[src/rtl/rv_rf_pkg.sv]
// Register-file shared types: widths and the write-port bundle
// used by the WB stage, the write arbiter and the register file.
package rv_rf_pkg;

  localparam int NUM_REG        = 32;
  localparam int REG_ADDR_WIDTH = 5;
  localparam int REG_WIDTH      = 32;

  typedef struct packed {
    logic                      we;
    logic [REG_ADDR_WIDTH-1:0] addr;
    logic [REG_WIDTH-1:0]      data;
  } rf_wr_t;

endpackage

[src/rtl/rf_wb_fifo.sv]
// Small synchronous FIFO holding long-latency results until the
// register-file write port is free.
module rf_wb_fifo #(
  parameter int DEPTH = 2,
  parameter int WIDTH = 37
) (
  input  logic             clk,
  input  logic             rst_n,
  input  logic             push,
  input  logic [WIDTH-1:0] din,
  input  logic             pop,
  output logic [WIDTH-1:0] head,
  output logic             full,
  output logic             empty
);

  localparam int AW = $clog2(DEPTH);

  logic [WIDTH-1:0] mem [DEPTH];
  logic [AW:0]      wr_ptr;
  logic [AW:0]      rd_ptr;
  logic             do_push;
  logic             do_pop;

  assign empty   = wr_ptr == rd_ptr;
  assign full    = (wr_ptr[AW] != rd_ptr[AW]) &&
                   (wr_ptr[AW-1:0] == rd_ptr[AW-1:0]);
  assign do_push = push && !full;
  assign do_pop  = pop && !empty;
  assign head    = mem[rd_ptr[AW-1:0]];

  always_ff @(posedge clk or negedge rst_n) begin
    if (!rst_n) begin
      wr_ptr <= '0;
      rd_ptr <= '0;
    end else begin
      if (do_push) wr_ptr <= wr_ptr + 1'b1;
      if (do_pop)  rd_ptr <= rd_ptr + 1'b1;
    end
  end

  always_ff @(posedge clk) begin
    if (do_push) mem[wr_ptr[AW-1:0]] <= din;
  end

endmodule

[src/rtl/rf_write_arbiter.sv]
// Register-file write-port arbiter: WB first, buffered long-latency
// results otherwise, plus busy scoreboard and starvation request.
module rf_write_arbiter
  import rv_rf_pkg::*;
#(
  parameter int BUF_DEPTH    = 2,
  parameter int STARVE_LIMIT = 4
) (
  input  logic                      clk,
  input  logic                      rst_n,
  input  logic                      wb_we,
  input  logic [REG_ADDR_WIDTH-1:0] wb_rd,
  input  logic [REG_WIDTH-1:0]      wb_data,
  input  logic                      lu_valid,
  output logic                      lu_ready,
  input  logic [REG_ADDR_WIDTH-1:0] lu_rd,
  input  logic [REG_WIDTH-1:0]      lu_data,
  input  logic                      iss_valid,
  input  logic [REG_ADDR_WIDTH-1:0] iss_rd,
  input  logic [REG_ADDR_WIDTH-1:0] chk_rs1,
  input  logic [REG_ADDR_WIDTH-1:0] chk_rs2,
  input  logic [REG_ADDR_WIDTH-1:0] chk_rd,
  output logic                      busy_stall,
  output logic                      stall_req,
  output logic                      rf_we,
  output logic [REG_ADDR_WIDTH-1:0] rf_addr,
  output logic [REG_WIDTH-1:0]      rf_data
);

  localparam int EW = REG_ADDR_WIDTH + REG_WIDTH;
  localparam int CW = $clog2(STARVE_LIMIT + 1);
  localparam logic [CW-1:0] LIMIT = CW'(STARVE_LIMIT);

  logic [EW-1:0]             head;
  logic [REG_ADDR_WIDTH-1:0] head_rd;
  logic [REG_WIDTH-1:0]      head_data;
  logic                      full;
  logic                      empty;
  logic                      wb_sel;
  logic                      pop;
  rf_wr_t                    wr;
  logic [NUM_REG-1:0]        busy;
  logic [NUM_REG-1:0]        busy_nxt;
  logic [CW-1:0]             starve_cnt;

  assign {head_rd, head_data} = head;
  assign lu_ready = !full;
  assign wb_sel   = wb_we && (wb_rd != '0);

  rf_wb_fifo #(
    .DEPTH (BUF_DEPTH),
    .WIDTH (EW)
  ) u_fifo (
    .clk   (clk),
    .rst_n (rst_n),
    .push  (lu_valid),
    .din   ({lu_rd, lu_data}),
    .pop   (pop),
    .head  (head),
    .full  (full),
    .empty (empty)
  );

  always_comb begin
    wr  = '0;
    pop = 1'b0;
    if (wb_sel) begin
      wr = '{we: 1'b1, addr: wb_rd, data: wb_data};
    end else if (!empty) begin
      pop = 1'b1;
      wr  = '{we: head_rd != '0, addr: head_rd, data: head_data};
    end
    if (!rst_n) wr.we = 1'b0;
  end

  assign rf_we   = wr.we;
  assign rf_addr = wr.addr;
  assign rf_data = wr.data;

  // Set after clear so a same-cycle reissue keeps the register busy.
  always_comb begin
    busy_nxt = busy;
    if (pop) busy_nxt[head_rd] = 1'b0;
    if (iss_valid) busy_nxt[iss_rd] = 1'b1;
    busy_nxt[0] = 1'b0;
  end

  assign busy_stall = busy[chk_rs1] | busy[chk_rs2] | busy[chk_rd];

  always_ff @(posedge clk or negedge rst_n) begin
    if (!rst_n) begin
      busy       <= '0;
      starve_cnt <= '0;
      stall_req  <= 1'b0;
    end else begin
      busy <= busy_nxt;
      if (pop || empty) begin
        starve_cnt <= '0;
      end else if (starve_cnt != LIMIT) begin
        starve_cnt <= starve_cnt + 1'b1;
      end
      if (pop) begin
        stall_req <= 1'b0;
      end else if (starve_cnt == LIMIT) begin
        stall_req <= 1'b1;
      end
    end
  end

endmodule
[config.mk]
export PLATFORM = sky130hd
export DESIGN_NAME = rf_write_arbiter
export DESIGN_NICKNAME = d
export VERILOG_FILES = /design/src/rtl/rv_rf_pkg.sv /design/src/rtl/rf_wb_fifo.sv /design/src/rtl/rf_write_arbiter.sv
export SDC_FILE = /design/constraint.sdc
export NUM_CORES = 1
export LEC_CHECK = 0
export CAP_MARGIN = 10
export CORE_MARGIN = 3
export CORE_UTILIZATION = 54
export CTS_CLUSTER_SIZE = 30
export DETAILED_ROUTE_END_ITERATION = 8
export PLACE_DENSITY_LB_ADDON = 0.25
export SLEW_MARGIN = 20
export SYNTH_ARGS = -nofsm -noshare
export SYNTH_HDL_FRONTEND = slang
export SYNTH_SLANG_ARGS = --single-unit
[constraint.sdc]
create_clock -name clk -period 4.78 [get_ports clk]
set_input_delay 0.956 -clock clk [delete_from_list [all_inputs] [get_ports clk]]
set_output_delay 0.956 -clock clk [all_outputs]
set_load 0.02 [all_outputs]
==> metrics.md, run 1 <==
| Metric | Value |
|---|---|
| Die width | `108.7 µm` |
| Post-CTS Setup Inserts | `0` |
| Ant diodes | `0` |
| CTS Sinks | `between 100 and 150` |
| Setup Skew | `8.100 ps` |
| Hold Crit Start | `stall_req` |
| Compound-gate portion of the synthesized area | `13.98%` |
| Yosys top cell area share | `38.98%` |
| Nets@finish | `699` |
| CTS clk-pin slew, worst paths | `around 50 ps` |
| Gate power share | `38.6%` |
| Endpoints failing setup | `0` |
| Worst-skew pair later-pin latency | `520 ps` |
| Mapped Nets | `around 560` |
| Wirelength per Cell | `roughly 20 µm` |
| Predominant post-synthesis flop cell | `edfxtp_1` |
| Vias in the first global route | `~4700` |
| Length of routed met2 wiring | `7.439 mm` |
| Worst Hold Depth | `2` |
| Area share of fa/ha/maj cells after synthesis | `less than 1%` |
| Fill cells | `between 600 and 700` |
| Sequential fraction of the synthesis area | `between 50% and 60%` |
| Critical path class | `input pin to output pin` |
| Unrepaired setup endpoints after global routing | `false` |
| Post-route ant nets | `0` |
| Final Util | `between 70% and 80%` |
| Async set or reset register ratio after synthesis | `34.51%` |
| Number of flops mapped to enable cells by yosys | `74` |
| CTS tree | `done` |
| # H-tree levels | `4` |
| Largest family of logic cells by synthesized area | `multiplexers` |
| TritonCTS Buffers | `17` |
| Post-CTS sizing | `0` |
| Vias | `about 4500` |
| Worst reg2reg endpoint | `busy[29]` |
| Switching Share | `between 30% and 40%` |
| Worst hold endpoint | `stall_req` |
| Worst R2R Setup Slack | `around 2300 ps` |
| Largest net degree at the start of global routing | `70` |
| Max-Slew Margin vs Limit | `about a third` |
| Total wire length | `roughly 15 mm` |
| Syn Area/Cell | `about 12 µm²` |
| Met3 WL | `around 1.2 mm` |
| Dpl hpwl | `10.36 mm` |
| Drt first pass iters | `8` |
| Hold Crit Class | `flop to flop` |
| Routability Congestion | `0.8804` |
| Mux contribution to synthesized area | `between 15 and 20%` |
| Die Footprint | `between 10000 and 15000 µm²` |
| MaxCap Viol Count | `0` |
| Count of different cell masters after synthesis | `~50` |
| Post-CTS Hold Fix Bufs | `0` |
| Worst-Margin Slew | `approximately 1000 ps` |
| CP Data Arrival Time | `between 3000 and 4000 ps` |
| DRC Markers | `0` |
| VDD IR max | `0.0004578 V` |
| Syn-to-layout area delta | `37.66%` |
| R2r worst-path depth | `5` |
| CTS Root Cell | `clkbuf_8` |
| Layout cells sized above 1 | `roughly 11%` |
| Worst-case clock buffer depth | `2` |
| Slew Limit Fails | `0` |
| Setup TNS | `0 ps` |
| Most common cell after layout, fill and taps aside | `clkdlybuf4s50_1` |
| Top Ports | `140` |
| Synth warnings | `0` |
| Clock share of power | `26.5%` |
| GRT overflow | `0` |
| Syn Std Cell Area | `~5700 µm²` |
| Area contributors post-synth | `edfxtp_1 39%, dfrtp_1 17%, mux2i_1 9.1%, mux4_2 6.3%, o31ai_1 5.0%` |
| Finished Cell Area | `7848 µm²` |
| Share of power burned in registers | `34.9%` |
| # rows | `36` |
| Worst Setup End Kind | `output pin` |
| Core Box Area | `approximately 10000 µm²` |
| Crit path required time | `approximately 3800 ps` |
| First-pass GRT wire length | `23.92 mm` |
| Synth Instances | `roughly 460` |
| Footprint of the multi-input gates | `2386 µm²` |
| Leakage | `just under 3 nW` |
| PwrDens | `between 600 and 700 nW/µm²` |
| FF+latch area | `3199 µm²` |
| Cell taking the most area after synthesis | `edfxtp_1` |
| Outcome | `finished, final reports clean` |
| Top sig layer | `met4` |
| Worst setup SP type | `input pin` |
| PortBufs | `139` |
| Commonest cells after routing, fill and taps aside | `138 x clkdlybuf4s50_1, 74 x edfxtp_1, 52 x mux2i_1, 52 x nand2_1, 50 x o21ai_0` |
| NetSw | `1.745 mW` |
| Placed cell area | `around 7200 µm²` |
| Number of synthesized register bits | `between 100 and 150` |
| Via/cell ratio | `6.105` |
| Simple logic cell fraction of the synthesized area | `just under 10%` |
| CP Max Fanout | `10` |
| GRT Resource Usage Total | `a little over a quarter` |
| Critical R2R Launch | `u_fifo.rd_ptr[0]` |
| Minimum clock period | `between 4000 and 5000 ps` |
| Crit share post-route | `92.26%` |
| Die H | `around 110 µm` |
| Fmax achieved | `about 0.23 GHz` |
| Initial DRC count | `451` |
| M1 wire length | `6.040 mm` |
| Final Hold Vio Count | `0` |
| Int Power | `between 3 and 4 mW` |
| XOR/XNOR share of the synthesized area | `under 10%` |
| Initial antenna violation count | `0` |
| Hold_ws | `~500 ps` |
| Initial Utilization | `57.01%` |
[state kept, by name, summed over array words and instances, names as in the netlist]
signal,flops
starve_cnt,3
busy,31
u_fifo.wr_ptr,2
u_fifo.rd_ptr,2
u_fifo.mem,74
stall_req,1
[area by class of cell]
type                            count  area share (%)
Multi-Input combinational cell    314           30.40
Inverter                            5          0.2392
Timing Repair Buffer              147           18.69
Tap cell                          133           2.121
Sequential cell                   113           40.77
Clock inverter                     10           2.009
Clock buffer                       22           5.772
[power by group through the flow]
stage / clock (mW) / sequential, mW / combinational (mW)
2_1_floorplan: 0 / 1.60 / 1.20
3_3_place_gp: 0 / 1.69 / 1.79
3_5_place_dp: 0 / 1.72 / 1.84
4_1_cts: 1.31 / 1.70 / 1.86
5_1_grt: 1.35 / 1.75 / 2.03
6_report: 1.29 / 1.71 / 1.89
[stage by stage]
stage | power (mW) | instances | setup WS (ps)
6_report | 4.892 | 744 | 370.1
5_1_grt | 5.128 | 744 | 192.5
4_1_cts | 4.869 | 743 | 342.0
3_5_place_dp | 3.552 | 711 | 346.3
3_3_place_gp | 3.483 | 711 | 397.8
2_1_floorplan | 2.804 | 457 | 1322
[how the worst max path moves through the flow]
| stage | slack [ps] | start | endpoint |
|---|---|---|---|
| after CTS | 340 | chk_rs1[0] | busy_stall |
| after global routing | 190 | chk_rs1[0] | busy_stall |
| final | 370 | chk_rd[2] | busy_stall |
| after global placement | 400 | chk_rs1[0] | busy_stall |
| after detailed placement | 350 | chk_rs1[0] | busy_stall |
| after floorplan | 1320 | wb_rd[3] | rf_addr[2] |
[per-layer routing]
metal,global-route usage [%],vias to the layer above
met5,0,-
met1,33.88,2209
met3,7.223,37
met2,43.91,227
li1,-,2069
met4,11.27,0
[synth_stat cells, drive strengths merged (2+ instances only)]
library cell,n
edfxtp,74
o21ai,63
mux2i,52
nand2,52
dfrtp,39
o31ai,38
mux4,16
buf,13
clkbuf,12
nand3b,8
nor2b,7
nand2b,6
nand3,6
nor2,6
inv,5
mux2,5
nor3,5
a21oi,4
nand4,4
xnor2,4
o211ai,3
or3b,3
xor2,3
a21boi,2
a221oi,2
a22o,2
a31oi,2
a32o,2
ha,2
o32ai,2
or3,2
or4,2
[cell families (layout without fill, tap and decap cells)]
kind of cell | count (synthesis) | after routing
AO/OA/AOI/OAI | 125 | 125
flip-flops | 113 | 113
AND/OR/NAND/NOR | 107 | 107
multiplexers | 73 | 73
buffers and inverters | 30 | 184
XOR/XNOR | 7 | 7
adder cells (fa/ha/maj) | 2 | 2
[critical path: stages]
cell and delay [ps]:
clkdlybuf4s50_1 810, mux4_2 320, nor2b_1 40, or4_1 450
and4_1 210, nand3_1 70, clkdlybuf4s50_1 600
Note: power is estimated with default switching activity, not from simulation.
==> run 2: changes to the inputs <==
- GPL_ROUTABILITY_DRIVEN: unset -> 0
- HOLD_SLACK_MARGIN: unset -> 0.15
==> run 2 against run 1 <==
Clock-buffer cell count down 3. Fmax down 0.71%. Global-route usage up 0.26 points. Wire length up 1.6%. Clock skew down 1.5 ps. Critical path type unchanged.
==> metrics.md, run 2 (synthesized netlist as in run 1, its figures left out) <==
| Metric | Value |
|---|---|
| Initial DRC count | `386 (was 451)` |
| Dpl hpwl | `10.42 mm (was 10.36 mm)` |
| Post-CTS Setup Inserts | `0 (unchanged)` |
| Slew Limit Fails | `0 (unchanged)` |
| Slowest CP cell | `clkdlybuf4s50_1 (unchanged)` |
| Commonest cells after routing, fill and taps aside | `138 x clkdlybuf4s50_1, 74 x edfxtp_1, 52 x mux2i_1, 52 x nand2_1, 50 x o21ai_0 (unchanged)` |
| Hold Crit Class | `flop to flop (unchanged)` |
| Setup Skew | `6.558 ps (was 8.100 ps)` |
| CTS Root Cell | `clkbuf_8 (unchanged)` |
| Unrepaired setup endpoints after global routing | `false (unchanged)` |
| Die width | `108.7 µm (unchanged)` |
| Crit path required time | `3820 ps (about the same)` |
| CP Cell Sequence | `clkdlybuf4s50_1 -> mux4_2 -> mux2i_1 -> nor3b_1 -> nor4_1 -> nand3_1 -> clkdlybuf4s50_1 (was clkdlybuf4s50_1 -> mux4_2 -> nor2b_1 -> or4_1 -> and4_1 -> nand3_1 -> clkdlybuf4s50_1)` |
| Finished Cell Area | `7809 µm² (was 7848 µm²)` |
| Worst-Margin Slew | `1052 ps (was 1003 ps)` |
| PortBufs | `139 (unchanged)` |
| Top Ports | `140 (unchanged)` |
| PwrDens | `622.4 nW/µm² (was 623.4 nW/µm²)` |
| Largest register FFs | `74 (unchanged)` |
| Largest net degree at the start of global routing | `70 (unchanged)` |
| Post-route ant nets | `0 (unchanged)` |
| Fmax achieved | `0.2251 GHz (was 0.2268 GHz)` |
| Setup WS pre-CTS | `345.1 ps (was 346.3 ps)` |
| CTS clk-pin slew, worst paths | `50 ps (about the same)` |
| GRT Resource Usage Total | `27.09% (was 26.82%)` |
| Vias | `4537 (was 4542)` |
| Drt first pass iters | `6 (was 8)` |
| Max-Slew Margin vs Limit | `29.70% (was 33.02%)` |
| Setup TNS | `0 ps (unchanged)` |
| Setup ws final | `338.4 ps (was 370.1 ps)` |
| Placed cell area | `7187 µm² (was 7209 µm²)` |
| Critical path class | `input pin to output pin (unchanged)` |
| Placed cell count | `708 (was 711)` |
| Initial antenna violation count | `0 (unchanged)` |
| Ant diodes | `0 (unchanged)` |
| Worst Setup End Kind | `output pin (unchanged)` |
| TritonCTS Buffers | `17 (unchanged)` |
| Total wire length | `15.32 mm (was 15.08 mm)` |
| Crit-path most repeated cell | `clkdlybuf4s50_1 (unchanged)` |
| Final Util | `78.09% (was 78.48%)` |
| Layout cells sized above 1 | `11.35% (was 11.46%)` |
| VDD IR max | `0.0004105 V (was 0.0004578 V)` |
| GRT overflow | `0 (unchanged)` |
| Worst setup SP type | `input pin (unchanged)` |
| Most common cell after layout, fill and taps aside | `clkdlybuf4s50_1 (unchanged)` |
| Worst-skew pair later-pin latency | `510 ps (was 520 ps)` |
| Max incr delay on CP | `780 ps (was 810 ps)` |
| CTS Sinks | `113 (unchanged)` |
| Final Non-Filler Cells | `741 (was 744)` |
| Outcome | `finished, final reports clean (unchanged)` |
| Die H | `108.7 µm (unchanged)` |
| Die Footprint | `11830 µm² (unchanged)` |
| # H-tree levels | `4 (unchanged)` |
| R2r worst-path depth | `6 (was 5)` |
| Vias in the first global route | `4670 (was 4682)` |
| MaxCap Viol Count | `0 (unchanged)` |
| Initial Utilization | `57.01% (unchanged)` |
| Post-CTS sizing | `0 (unchanged)` |
| DRC Markers | `0 (unchanged)` |
| Fill cells | `630 (was 617)` |
| Wirelength per Cell | `20.67 µm (was 20.26 µm)` |
| Core Box Area | `10000 µm² (unchanged)` |
| Nets@finish | `696 (was 699)` |
| # rows | `36 (unchanged)` |
| Via/cell ratio | `6.123 (was 6.105)` |
| Endpoints failing setup | `0 (unchanged)` |
| Hold_ws | `501.9 ps (was 500.9 ps)` |
| Final Hold Vio Count | `0 (unchanged)` |
| Syn-to-layout area delta | `36.98% (was 37.66%)` |
| Crit share post-route | `92.92% (was 92.26%)` |
| Worst R2R Setup Slack | `2250 ps (was 2270 ps)` |
| CTS tree | `done (unchanged)` |
| CP Data Arrival Time | `3490 ps (was 3450 ps)` |
| CP Max Fanout | `10 (unchanged)` |
| Post-CTS Hold Fix Bufs | `0 (unchanged)` |
| First-pass GRT wire length | `24.09 mm (was 23.92 mm)` |
| Pwr Total | `4.860 mW (was 4.892 mW)` |
| Worst-case clock buffer depth | `2 (unchanged)` |
| Leakage | `2.912 nW (was 2.936 nW)` |
| Worst Hold Depth | `2 (unchanged)` |
| Minimum clock period | `4442 ps (was 4410 ps)` |
run 2: path summary, 6_finish.rpt:
kind / startpoint / to
min reg2reg: stall_req / stall_req
max: chk_rd[0] / busy_stall
min: stall_req / stall_req
max in group asynchronous: rst_n / u_fifo.rd_ptr[0]
max reg2reg: u_fifo.rd_ptr[0] / busy[8]
min in group asynchronous: rst_n / starve_cnt[0]
run 2: worst max-delay path, delay by kind of cell:
family | cells | cell delay, ps
buf+inv | 2 | 1320
mux | 2 | 720
simple gates | 3 | 470
run 2: power by group:
part	total (mW)	internal, mW	switching, mW
Combinational	1.89	0.827	1.06
Clock	1.26	0.819	0.438
Sequential	1.71	1.44	0.271
Total	4.86	3.09	1.77
run 2: cell type report:
cell class | count | area, µm² | share of cell area (%)
flip-flops and latches | 113 | 3199 | 40.97
multi-input cells | 314 | 2386 | 30.56
repair buffers | 144 | 1436 | 18.39
clock buffers | 19 | 441.7 | 5.656
well taps | 133 | 166.4 | 2.131
clock inverters | 13 | 160.2 | 2.051
inverters | 5 | 18.77 | 0.2403
run 2: per-layer routing:
metal	global-route usage (%)	part of all wire, %	vias to the layer above
li1	-	-	2067
met1	33.63	39	2233
met2	46.16	51	210
met3	7.164	7.8	27
met4	9.197	1.8	0
met5	0	0	-
==> run 3: changes to the inputs <==
- SYNTH_HIERARCHICAL: unset -> 1
- clock period: 4.78 -> 5.7 ns (I/O delays scaled with it)
==> run 3 against run 2 <==
Register-to-register slack better by 660 ps. Non-clock buffer count up 1. Clock skew up 2.2 ps. Wire length up 1.1%. First-iteration DRC count up 8.0%. Synthesized cell count up 9.4%. Global-route usage down 0.86 points. Clock power down 10%. Via count up 5.4%. Highest routed layer unchanged. Worst setup slack better by 340 ps.
==> metrics.md, run 3 <==
| Metric | Value |
|---|---|
| Outcome | `finished, final reports clean (unchanged)` |
| CTS clk-pin slew, worst paths | `50 ps (about the same)` |
| PwrDens | `522.2 nW/µm² (was 622.4 nW/µm²)` |
| Mapped Nets | `601 (was 558)` |
| CP Cell Sequence | `clkdlybuf4s50_1 -> mux4_2 -> mux2i_1 -> o22ai_1 -> nor4_1 -> nand4_1 -> clkdlybuf4s50_1 (was clkdlybuf4s50_1 -> mux4_2 -> mux2i_1 -> nor3b_1 -> nor4_1 -> nand3_1 -> clkdlybuf4s50_1)` |
| Syn-to-layout area delta | `35.78% (was 36.98%)` |
| Crit share post-route | `about nine tenths` |
| Layout cells sized above 1 | `15.59% (was 11.35%)` |
| PortBufs | `139 (unchanged)` |
| GRT overflow | `0 (unchanged)` |
| Minimum clock period | `just over 5000 ps` |
| Synth top cells by count | `83 x nand2_1, 74 x edfxtp_1, 63 x o21ai_0, 39 x dfrtp_1, 35 x nand3_1 (was 74 x edfxtp_1, 52 x mux2i_1, 52 x nand2_1, 50 x o21ai_0, 39 x dfrtp_1)` |
| Ant diodes | `0 (unchanged)` |
| Max incr delay on CP | `820 ps (was 780 ps)` |
| First-pass GRT wire length | `24.21 mm (was 24.09 mm)` |
| Syn Area/Cell | `11.75 µm² (was 12.47 µm²)` |
| Synth warnings | `6 (was 0)` |
| Synth Instances | `500 (was 457)` |
| Most common cell after layout, fill and taps aside | `clkdlybuf4s50_1 (unchanged)` |
| Wirelength per Cell | `19.76 µm (was 20.67 µm)` |
| CP delay by family, top | `buffers and inverters (unchanged)` |
| Worst-Margin Slew | `1044 ps (was 1052 ps)` |
| Number of synthesized register bits | `113 (unchanged)` |
| Async set or reset register ratio after synthesis | `34.51% (unchanged)` |
| Via/cell ratio | `6.097 (was 6.123)` |
| Slowest CP cell | `clkdlybuf4s50_1 (unchanged)` |
| Slew Limit Fails | `0 (unchanged)` |
| Sequential fraction of the synthesis area | `54.43% (was 56.10%)` |
| Total wire length | `15.50 mm (was 15.32 mm)` |
| Initial DRC count | `417 (was 386)` |
| Drt first pass iters | `6 (unchanged)` |
| Die H | `110.3 µm (was 108.7 µm)` |
| Syn Std Cell Area | `5876 µm² (was 5700 µm²)` |
| Nets@finish | `737 (was 696)` |
| Setup WS pre-CTS | `764.7 ps (was 345.1 ps)` |
| Mux contribution to synthesized area | `16.80% (was 16.44%)` |
| Count of different cell masters after synthesis | `55 (was 49)` |
| Setup ws final | `674.3 ps (was 338.4 ps)` |
| Commonest cells after routing, fill and taps aside | `138 x clkdlybuf4s50_1, 83 x nand2_1, 74 x edfxtp_1 (was 138 x clkdlybuf4s50_1, 74 x edfxtp_1, 52 x mux2i_1, 52 x nand2_1, 50 x o21ai_0)` |
| Post-CTS Setup Inserts | `0 (unchanged)` |
| Simple logic cell fraction of the synthesized area | `15.40% (was 9.636%)` |
| Largest family of logic cells by synthesized area | `multiplexers (unchanged)` |
| Core Box Area | `10460 µm² (was 10000 µm²)` |
| Post-route ant nets | `0 (unchanged)` |
| # rows | `37 (was 36)` |
| Crit path required time | `4560 ps (was 3820 ps)` |
| Vias in the first global route | `4909 (was 4670)` |
| Hold Crit Class | `flop to flop (unchanged)` |
| Vias | `4780 (was 4537)` |
| CP Buf/Inv Count | `2 (unchanged)` |
| Area contributors post-synth | `edfxtp_1 38%, dfrtp_1 17%, mux2_2 6.1%, mux4_2 5.7%, o21ai_0 5.4% (was edfxtp_1 39%, dfrtp_1 17%, mux2i_1 9.1%, mux4_2 6.3%, o31ai_1 5.0%)` |
| Initial antenna violation count | `0 (unchanged)` |
| Post-CTS sizing | `0 (unchanged)` |
| Largest register FFs | `74 (unchanged)` |
| Yosys top cell area share | `37.82% (was 38.98%)` |
| Most numerous cell in the Yosys netlist | `nand2_1 (was edfxtp_1)` |
| DRC Markers | `0 (unchanged)` |
| Area share of fa/ha/maj cells after synthesis | `0.4259% (was 0.4390%)` |
| Worst-case clock buffer depth | `2 (unchanged)` |
| Setup Skew | `8.723 ps (was 6.558 ps)` |
| Fmax achieved | `0.1990 GHz` |
| Post-CTS Hold Fix Bufs | `0 (unchanged)` |
| Dpl hpwl | `10.58 mm (was 10.42 mm)` |
| Worst setup SP type | `input pin (unchanged)` |
| CTS Sinks | `113 (unchanged)` |
| CP Max Fanout | `11 (was 10)` |
| Setup TNS | `0 ps (unchanged)` |
| Predominant post-synthesis flop cell | `edfxtp_1 (unchanged)` |
| MaxCap Viol Count | `0 (unchanged)` |
| Fill cells | `695 (was 630)` |
| CTS Root Cell | `clkbuf_8 (unchanged)` |
| Unrepaired setup endpoints after global routing | `false (unchanged)` |
| Critical path class | `input pin to output pin (unchanged)` |
| Worst-skew pair later-pin latency | `510 ps (about the same)` |
| Cell taking the most area after synthesis | `edfxtp_1 (unchanged)` |
| Largest net degree at the start of global routing | `45 (was 70)` |
| Top Ports | `140 (unchanged)` |
| Worst Setup End Kind | `output pin (unchanged)` |
| VDD IR max | `0.0003131 V (was 0.0004105 V)` |
| Max-Slew Margin vs Limit | `30.39% (was 29.70%)` |
| XOR/XNOR share of the synthesized area | `0.7240% (was 1.076%)` |
| Compound-gate portion of the synthesized area | `9.178% (was 13.98%)` |
| # H-tree levels | `4 (unchanged)` |
| Leakage | `3.010 nW (was 2.912 nW)` |
| Crit-path most repeated cell | `clkdlybuf4s50_1 (unchanged)` |
| CP Data Arrival Time | `3890 ps (was 3490 ps)` |
| Number of flops mapped to enable cells by yosys | `74 (unchanged)` |
| Die Footprint | `12170 µm² (was 11830 µm²)` |
| Die width | `110.3 µm (was 108.7 µm)` |
| CTS tree | `done (unchanged)` |
| GRT Resource Usage Total | `26.23% (was 27.09%)` |
| Initial Utilization | `56.16% (was 57.01%)` |
| Final Hold Vio Count | `0 (unchanged)` |
| Endpoints failing setup | `0 (unchanged)` |
| TritonCTS Buffers | `17 (unchanged)` |
==> run 3: changes by cell type in the layout (fill, tap and decap cells not counted), sizes merged, moves of 4 or more <==
cell      delta
mux2        +42
mux2i       -40
o31ai       -35
nand2       +31
nand3       +29
nor2         +5
nor2b        -5
o21ai        +5
clkinvlp     -4
==> run 3: routing by layer <==
metal  wire length (µm)  global-route usage, %  up-vias  part of all wire (%)
met3               1046                  5.708       38                   6.8
met4                388                  11.43        0                   2.5
met1               6148                  32.53     2342                    40
met5                  0                      0        -                     0
li1                   -                      -     2149                     -
met2               7911                  44.37      251                    51
==> run 3: cell families (layout without fill, tap and decap cells) <==
kind of cell / count (synthesis) / in the layout
AND/OR/NAND/NOR: 178 / 178
flip-flops: 113 / 113
AO/OA/AOI/OAI: 95 / 95
multiplexers: 74 / 74
buffers and inverters: 34 / 182
XOR/XNOR: 4 / 4
adder cells (fa/ha/maj): 2 / 2
==> run 3: area by class of cell <==
type,count,area [µm²],area share (%)
Multi-Input combinational cell,353,2520,31.59
Clock buffer,18,417.9,5.238
Clock inverter,13,216.5,2.713
Timing Repair Buffer,145,1431,17.94
Sequential cell,113,3199,40.10
Tap cell,136,170.2,2.133
Inverter,6,22.52,0.2823
==> run 3: where the power goes <==
part           total (mW)  switching, mW  internal (mW)
sequential           1.45          0.270           1.18
clock                1.13          0.347          0.788
combinational        1.58          0.849          0.735
==> run 3: worst reg2reg max path, stage by stage, from the launching register on <==
cell,delay [ps]
dfrtp_2,1060
xor2_1,200
nor2_1,730
nor2_1,340
a21oi_1,230
a31oi_1,60
==> run 3: final timing paths <==
path                                   from                to  slack [ps]  depth (start not counted)
min in group asynchronous             rst_n          busy[18]         680                          2
setup reg to reg           u_fifo/rd_ptr[0]  u_fifo/rd_ptr[1]        2910                          5
hold / removal                    stall_req         stall_req         550                          2
hold reg to reg                   stall_req         stall_req         550                          2
setup / recovery                 chk_rs2[1]        busy_stall         670                          7
max in group asynchronous             rst_n  u_fifo/rd_ptr[0]        4630                          2
==> run 3: through the flow <==
| stage | instances | utilization (%) | power [mW] | hold slack, ps | cell area, µm² |
|---|---|---|---|---|---|
| 2_1_floorplan | 500 | - | 2.404 | 496.5 | 5876 |
| 3_3_place_gp | 753 | 70.19 | 2.950 | 521.9 | 7343 |
| 3_5_place_dp | 753 | 70.19 | 3.006 | 558.3 | 7343 |
| 4_1_cts | 784 | 76.25 | 4.168 | 553.9 | 7978 |
| 5_1_grt | 784 | 76.25 | 4.374 | 608.6 | 7978 |
| 6_report | 784 | 76.25 | 4.166 | 550.6 | 7978 |
